File: src/rtl/ikaopll_pkg.sv
// Shared OPLL definitions: slot count, log2 helper and the slot index type.
package ikaopll_pkg;

    localparam int OPLL_SLOTS = 18;

    // Ceiling log2, never below 1 so a 2-entry ring still gets a 1-bit index.
    function automatic int clog2(input int value);
        int result;
        int span;
        result = 1;
        span   = 2;
        while (span < value) begin
            span   = span * 2;
            result = result + 1;
        end
        return result;
    endfunction

    localparam int OPLL_SLOT_W = clog2(OPLL_SLOTS);

    typedef logic [OPLL_SLOT_W-1:0] slot_t;

endpackage

File: src/rtl/ikaopll_slot_counter.sv
// Modulo-LENGTH slot tracker for the head stage, with sync snap and alignment flag.
module ikaopll_slot_counter
    import ikaopll_pkg::*;
#(
    parameter  int LENGTH = OPLL_SLOTS,
    localparam int SLOT_W = clog2(LENGTH)
) (
    input  logic              i_EMUCLK,
    input  logic              i_RST,
    input  logic              i_CEN_n,
    input  logic              i_SYNC,
    output logic [SLOT_W-1:0] o_SLOT,
    output logic              o_ALIGNED,
    output logic              o_TAIL_SLOT0
);

    localparam logic [SLOT_W-1:0] LAST_SLOT = SLOT_W'(LENGTH - 1);

    logic [SLOT_W-1:0] slot_d;
    logic [SLOT_W-1:0] slot_q;
    logic              aligned_d;
    logic              aligned_q;

    // Next slot and alignment: a sync is "aligned" when we also predicted slot 0.
    always_comb begin
        slot_d    = slot_q;
        aligned_d = aligned_q;
        if (!i_CEN_n) begin
            if (i_SYNC) begin
                slot_d    = {SLOT_W{1'b0}};
                aligned_d = (slot_q == LAST_SLOT);
            end else if (slot_q == LAST_SLOT) begin
                slot_d    = {SLOT_W{1'b0}};
                aligned_d = aligned_q;
            end else begin
                slot_d    = slot_q + SLOT_W'(1);
                aligned_d = aligned_q;
            end
        end else begin
            slot_d    = slot_q;
            aligned_d = aligned_q;
        end
    end

    // Counter state; reset parks at LENGTH-1 so the first written entry is slot 0.
    always_ff @(posedge i_EMUCLK) begin
        if (i_RST) begin
            slot_q    <= LAST_SLOT;
            aligned_q <= 1'b0;
        end else begin
            slot_q    <= slot_d;
            aligned_q <= aligned_d;
        end
    end

    assign o_SLOT       = slot_q;
    assign o_ALIGNED    = aligned_q;
    assign o_TAIL_SLOT0 = (slot_q == LAST_SLOT);

endmodule

File: src/rtl/ikaopll_slot_sr.sv
// Recirculating per-slot shift register: load or recirculate into the head each
// enabled cycle, with three parameterised taps and slot tracking.
module ikaopll_slot_sr
    import ikaopll_pkg::*;
#(
    parameter  int               WIDTH  = 1,
    parameter  int               LENGTH = OPLL_SLOTS,
    parameter  int               TAP0   = LENGTH,
    parameter  int               TAP1   = LENGTH,
    parameter  int               TAP2   = LENGTH,
    parameter  logic [WIDTH-1:0] INIT   = '0,
    localparam int               SLOT_W = clog2(LENGTH)
) (
    input  logic              i_EMUCLK,
    input  logic              i_RST,
    input  logic              i_CEN_n,
    input  logic              i_WE,
    input  logic [WIDTH-1:0]  i_D,
    input  logic              i_SYNC,
    output logic [WIDTH-1:0]  o_Q_TAP0,
    output logic [WIDTH-1:0]  o_Q_TAP1,
    output logic [WIDTH-1:0]  o_Q_TAP2,
    output logic [WIDTH-1:0]  o_Q_LAST,
    output logic [SLOT_W-1:0] o_SLOT,
    output logic              o_TAIL_SLOT0,
    output logic              o_ALIGNED
);

    if ((LENGTH < 2) || (TAP0 < 0) || (TAP0 > LENGTH) || (TAP1 < 0) || (TAP1 > LENGTH)
        || (TAP2 < 0) || (TAP2 > LENGTH)) begin : g_bad_params
        $error("ikaopll_slot_sr: illegal LENGTH/TAP parameters");
    end

    logic [WIDTH-1:0] sr_s [LENGTH];
    logic [WIDTH-1:0] hin_s;

    // Head input: fresh data on a write, otherwise the tail wraps around.
    always_comb begin
        hin_s = sr_s[LENGTH-1];
        if (i_WE) begin
            hin_s = i_D;
        end else begin
            hin_s = sr_s[LENGTH-1];
        end
    end

    for (genvar k = 0; k < LENGTH; k++) begin : g_stage
        logic [WIDTH-1:0] stage_in_s;
        logic [WIDTH-1:0] stage_d;
        logic [WIDTH-1:0] stage_q;

        if (k == 0) begin : g_head
            assign stage_in_s = hin_s;
        end else begin : g_body
            assign stage_in_s = sr_s[k-1];
        end

        // Advance only on enabled cycles.
        always_comb begin
            stage_d = stage_q;
            if (!i_CEN_n) begin
                stage_d = stage_in_s;
            end else begin
                stage_d = stage_q;
            end
        end

        // Stage register; reset wins over the clock enable.
        always_ff @(posedge i_EMUCLK) begin
            if (i_RST) begin
                stage_q <= INIT;
            end else begin
                stage_q <= stage_d;
            end
        end

        assign sr_s[k] = stage_q;
    end

    if (TAP0 == 0) begin : g_tap0_hin
        assign o_Q_TAP0 = hin_s;
    end else begin : g_tap0_sr
        assign o_Q_TAP0 = sr_s[TAP0-1];
    end

    if (TAP1 == 0) begin : g_tap1_hin
        assign o_Q_TAP1 = hin_s;
    end else begin : g_tap1_sr
        assign o_Q_TAP1 = sr_s[TAP1-1];
    end

    if (TAP2 == 0) begin : g_tap2_hin
        assign o_Q_TAP2 = hin_s;
    end else begin : g_tap2_sr
        assign o_Q_TAP2 = sr_s[TAP2-1];
    end

    assign o_Q_LAST = sr_s[LENGTH-1];

    ikaopll_slot_counter #(
        .LENGTH (LENGTH)
    ) u_slot_counter (
        .i_EMUCLK     (i_EMUCLK),
        .i_RST        (i_RST),
        .i_CEN_n      (i_CEN_n),
        .i_SYNC       (i_SYNC),
        .o_SLOT       (o_SLOT),
        .o_ALIGNED    (o_ALIGNED),
        .o_TAIL_SLOT0 (o_TAIL_SLOT0)
    );

endmodule

File: config.mk
export PLATFORM = sky130hd
export DESIGN_NAME = ikaopll_slot_sr
export DESIGN_NICKNAME = d
export VERILOG_FILES = /design/src/rtl/ikaopll_pkg.sv /design/src/rtl/ikaopll_slot_counter.sv /design/src/rtl/ikaopll_slot_sr.sv
export SDC_FILE = /design/constraint.sdc
export NUM_CORES = 1
export LEC_CHECK = 0
export ABC_AREA = 1
export BUFFER_PORTS_ARGS = -buffer_cell sky130_fd_sc_hd__buf_2
export CORE_MARGIN = 5
export CORE_UTILIZATION = 48
export DETAILED_ROUTE_END_ITERATION = 10
export PLACE_DENSITY_LB_ADDON = 0.15
export SYNTH_ARGS = -nofsm -noshare
export SYNTH_HDL_FRONTEND = slang
export SYNTH_SLANG_ARGS = --single-unit
File: constraint.sdc
create_clock -name i_EMUCLK -period 0.9 [get_ports i_EMUCLK]
set_input_delay 0.18 -clock i_EMUCLK [delete_from_list [all_inputs] [get_ports i_EMUCLK]]
set_output_delay 0.18 -clock i_EMUCLK [all_outputs]
set_load 0.1 [all_outputs]
==> flow_summary.ini <==
[status]
status = complete, but fails checks
violations = negative setup slack

[placement]
gp_congestion = 0.746
dpl_worst_slack_ns = -0.292
placedCellCount = 178
port_buffers = 16
dp_hpwl_mm = 1.50
dpl-instance-area_um2 = 1350

[clock_network]
cts_buffer_depth = 2
cts_tree = done
numCtsBuffers = 3
clk_latency_ns = 0.31
ctsHtreeMaxLevel = 1
cts_root_buffer = clkbuf_4
clkSlewWorstSetupHoldPaths_ns = 0.14
cts_num_sinks = 24

[floorplan]
rows = 16
die_h_um = 56.0
io_pins = 17
die_w_um = 56.0
core_um2 = 1980
die_area_um2 = 3130
start_util_pct = 51.2

[critical_path]
crit_fanout = 2
cp_data_arrival_time_ns = 1.31
required_ns = 0.72
crit_type = flop to output port
endpoint_kind = output port
r2r_slack_ns = -0.39
cp-start-kind = flop

[power_and_ir_drop]
power_frac_comb_pct = 27.5
p_leak_nw = 0.657
clock_power_share_pct = 26.5
ir_drop_uv = 1330
swShare_pct = 31.6
power_frac_seq_pct = 46.1
powerDensity_nw_per_um2 = 1670
power.internal_mw = 1.73
p_sw_mw = 0.803

[sta]
fin_skew_ns = 0.00515
post-route-period-util_pct = 165
worst_slew_pin_slew_ns = 0.299
fmax_mhz = 673
maxSlewHeadroom_pct = 80.0
rsz0062_at_grt = true
worst_slack_ns = -0.586
hold_viol_final = 0
drv_slew = 0
period_needed_ns = 1.49
setup_viol_count_final = 17

[synthesis]
synth_top_area_cell = dfxtp_1
ys_seq_elements = 24
syn_area_um2 = 1010
yosysUniqueCellTypes = 19
seq_area_frac_synth_pct = 47.3
postSynthAreaPerCell_um2 = 7.69
synth_area_leaders = dfxtp_1 (47%), nor2_1 (15%), o21ai_0 (9.9%)
netlist.area_leader.share_pct = 47.3
yosys_warnings = 0
synth_cells = 132
syn_nets = 140

[finish]
syn2layout_area_growth_pct = 49.3
drive_above_1_share_pct = 40.0
seqCellArea_um2 = 497
multiInputGateArea_um2 = 475
nFillCells = 136
stdcell_count = 187
fin_area_um2 = 1520
antennaDiodeCount = 0
layout.nets = 169

[worst_hold_path]
hp-class = input pin to flop

[route]
wire_per_inst_um = 12.1
routed_wl_mm = 2.26
drc_errors = 0
first_pass_iters = 4
routed_via_density = 4.92
vias = 920
drtAntennaViolNets = 0
drtIter0Drc = 13

[global_routing]
grt_pass1_wl_mm = 3.86
grt_max_degree = 20
track_usage_pct = 15.1
grt_pass1_vias = 894
grt_antenna_before_repair = 0
grt-ovfl-total = 0

[run]
drv_cap = 0
==> timing repair <==
action                     in CTS  in global routing
buffers inserted                4                  4
setup endpoints to repair      17                 17
resized for setup              16                  8
hold buffers                    0                  0
pin swaps                       5                  2
==> cell families after synthesis <==
family / count (synthesis) / share of synthesized area (%)
simple gates: 57 / 22.4
fa+ha+maj: 2 / 2.47
buf+inv: 19 / 12.2
flops: 24 / 47.3
compound gates: 30 / 15.5
==> routing by layer <==
metal	share of wire, %	vias up	track usage [%]	routed length [um]
met4	0	0	5.76	0
met1	44	433	17.1	999
met3	3.7	0	4.18	84
li1	-	473	-	-
met5	0	-	0	0
met2	52	14	26.5	1180
==> final timing paths <==
| check | endpoint | cells after the start | from |
|---|---|---|---|
| setup reg to reg | u_slot_counter.o_SLOT[2]$_SDFFE_PP0N_ | 11 | u_slot_counter.o_SLOT[1]$_SDFFE_PP0N_ |
| hold reg to reg | g_stage[16].stage_q$_SDFFE_PP0N_ | 2 | g_stage[16].stage_q$_SDFFE_PP0N_ |
| hold / removal | u_slot_counter.o_SLOT[1]$_SDFFE_PP0N_ | 3 | i_RST |
| setup / recovery | o_TAIL_SLOT0 | 7 | u_slot_counter.o_SLOT[1]$_SDFFE_PP0N_ |
==> synthesized netlist by cell type <==
cell and n:
nor2_1 41, dfxtp_1 24, o21ai_0 20, nand2_1 12, inv_1 9, a21oi_1 5, buf_4 4, buf_6 4
ha_1 2, o21ai_1 2, inv_2 1, inv_8 1, nand2_2 1, nand2_4 1, nand3_1 1, nand4_1 1
o21ai_2 1, o21bai_1 1, o22ai_1 1
==> flip-flops by register name (all words and copies together) (netlist names) <==
register and flops:
o_Q_LAST 1, g_stage.stage_q 16, u_slot_counter.o_SLOT 5, g_stage.stage_in_s 1, u_slot_counter.o_ALIGNED 1
==> worst max-delay path, stage by stage, from the launching register on <==
cell and delay, ns:
dfxtp_4 0.37, inv_2 0.04, ha_4 0.14, nand2_2 0.06, inv_2 0.04, nand2_4 0.07, clkinvlp_4 0.09, buf_12 0.17
==> layout make-up <==
class	count	area share [%]
Clock buffer	4	3.14
Inverter	11	3.47
Multi-Input combinational cell	89	31.4
Sequential cell	24	32.8
Tap cell	27	2.23
Timing Repair Buffer	32	27.0
==> metrics by stage <==
step | power [mW] | hold slack [ns] | TNS (ns) | utilization, %
5_1_grt | 2.64 | 0.144 | -5.50 | 76.5
2_1_floorplan | 1.62 | 0.239 | -2.84 | -
6_report | 2.54 | 0.149 | -4.84 | 76.5
4_1_cts | 2.52 | 0.148 | -4.32 | 75.0
3_5_place_dp | 1.81 | 0.465 | -1.22 | 68.1
3_3_place_gp | 1.79 | 0.454 | -0.912 | 68.1
==> power by group through the flow <==
stage	combinational [mW]	clock (mW)	sequential, mW
2_1_floorplan	0.315	0	1.30
3_3_place_gp	0.606	0	1.19
3_5_place_dp	0.618	0	1.19
4_1_cts	0.671	0.681	1.17
5_1_grt	0.737	0.729	1.18
6_report	0.697	0.671	1.17
==> layout by cell type, fill, tap and decap left out, types with 4 or more instances in the layout <==
cell type	count
nor2_1	41
buf_12	13
buf_6	5
dfxtp_2	4
nand2_1	8
buf_2	5
o21ai_0	18
dfxtp_1	17
buf_4	9
inv_2	5
inv_1	4
(Power assumes the default switching activity.)
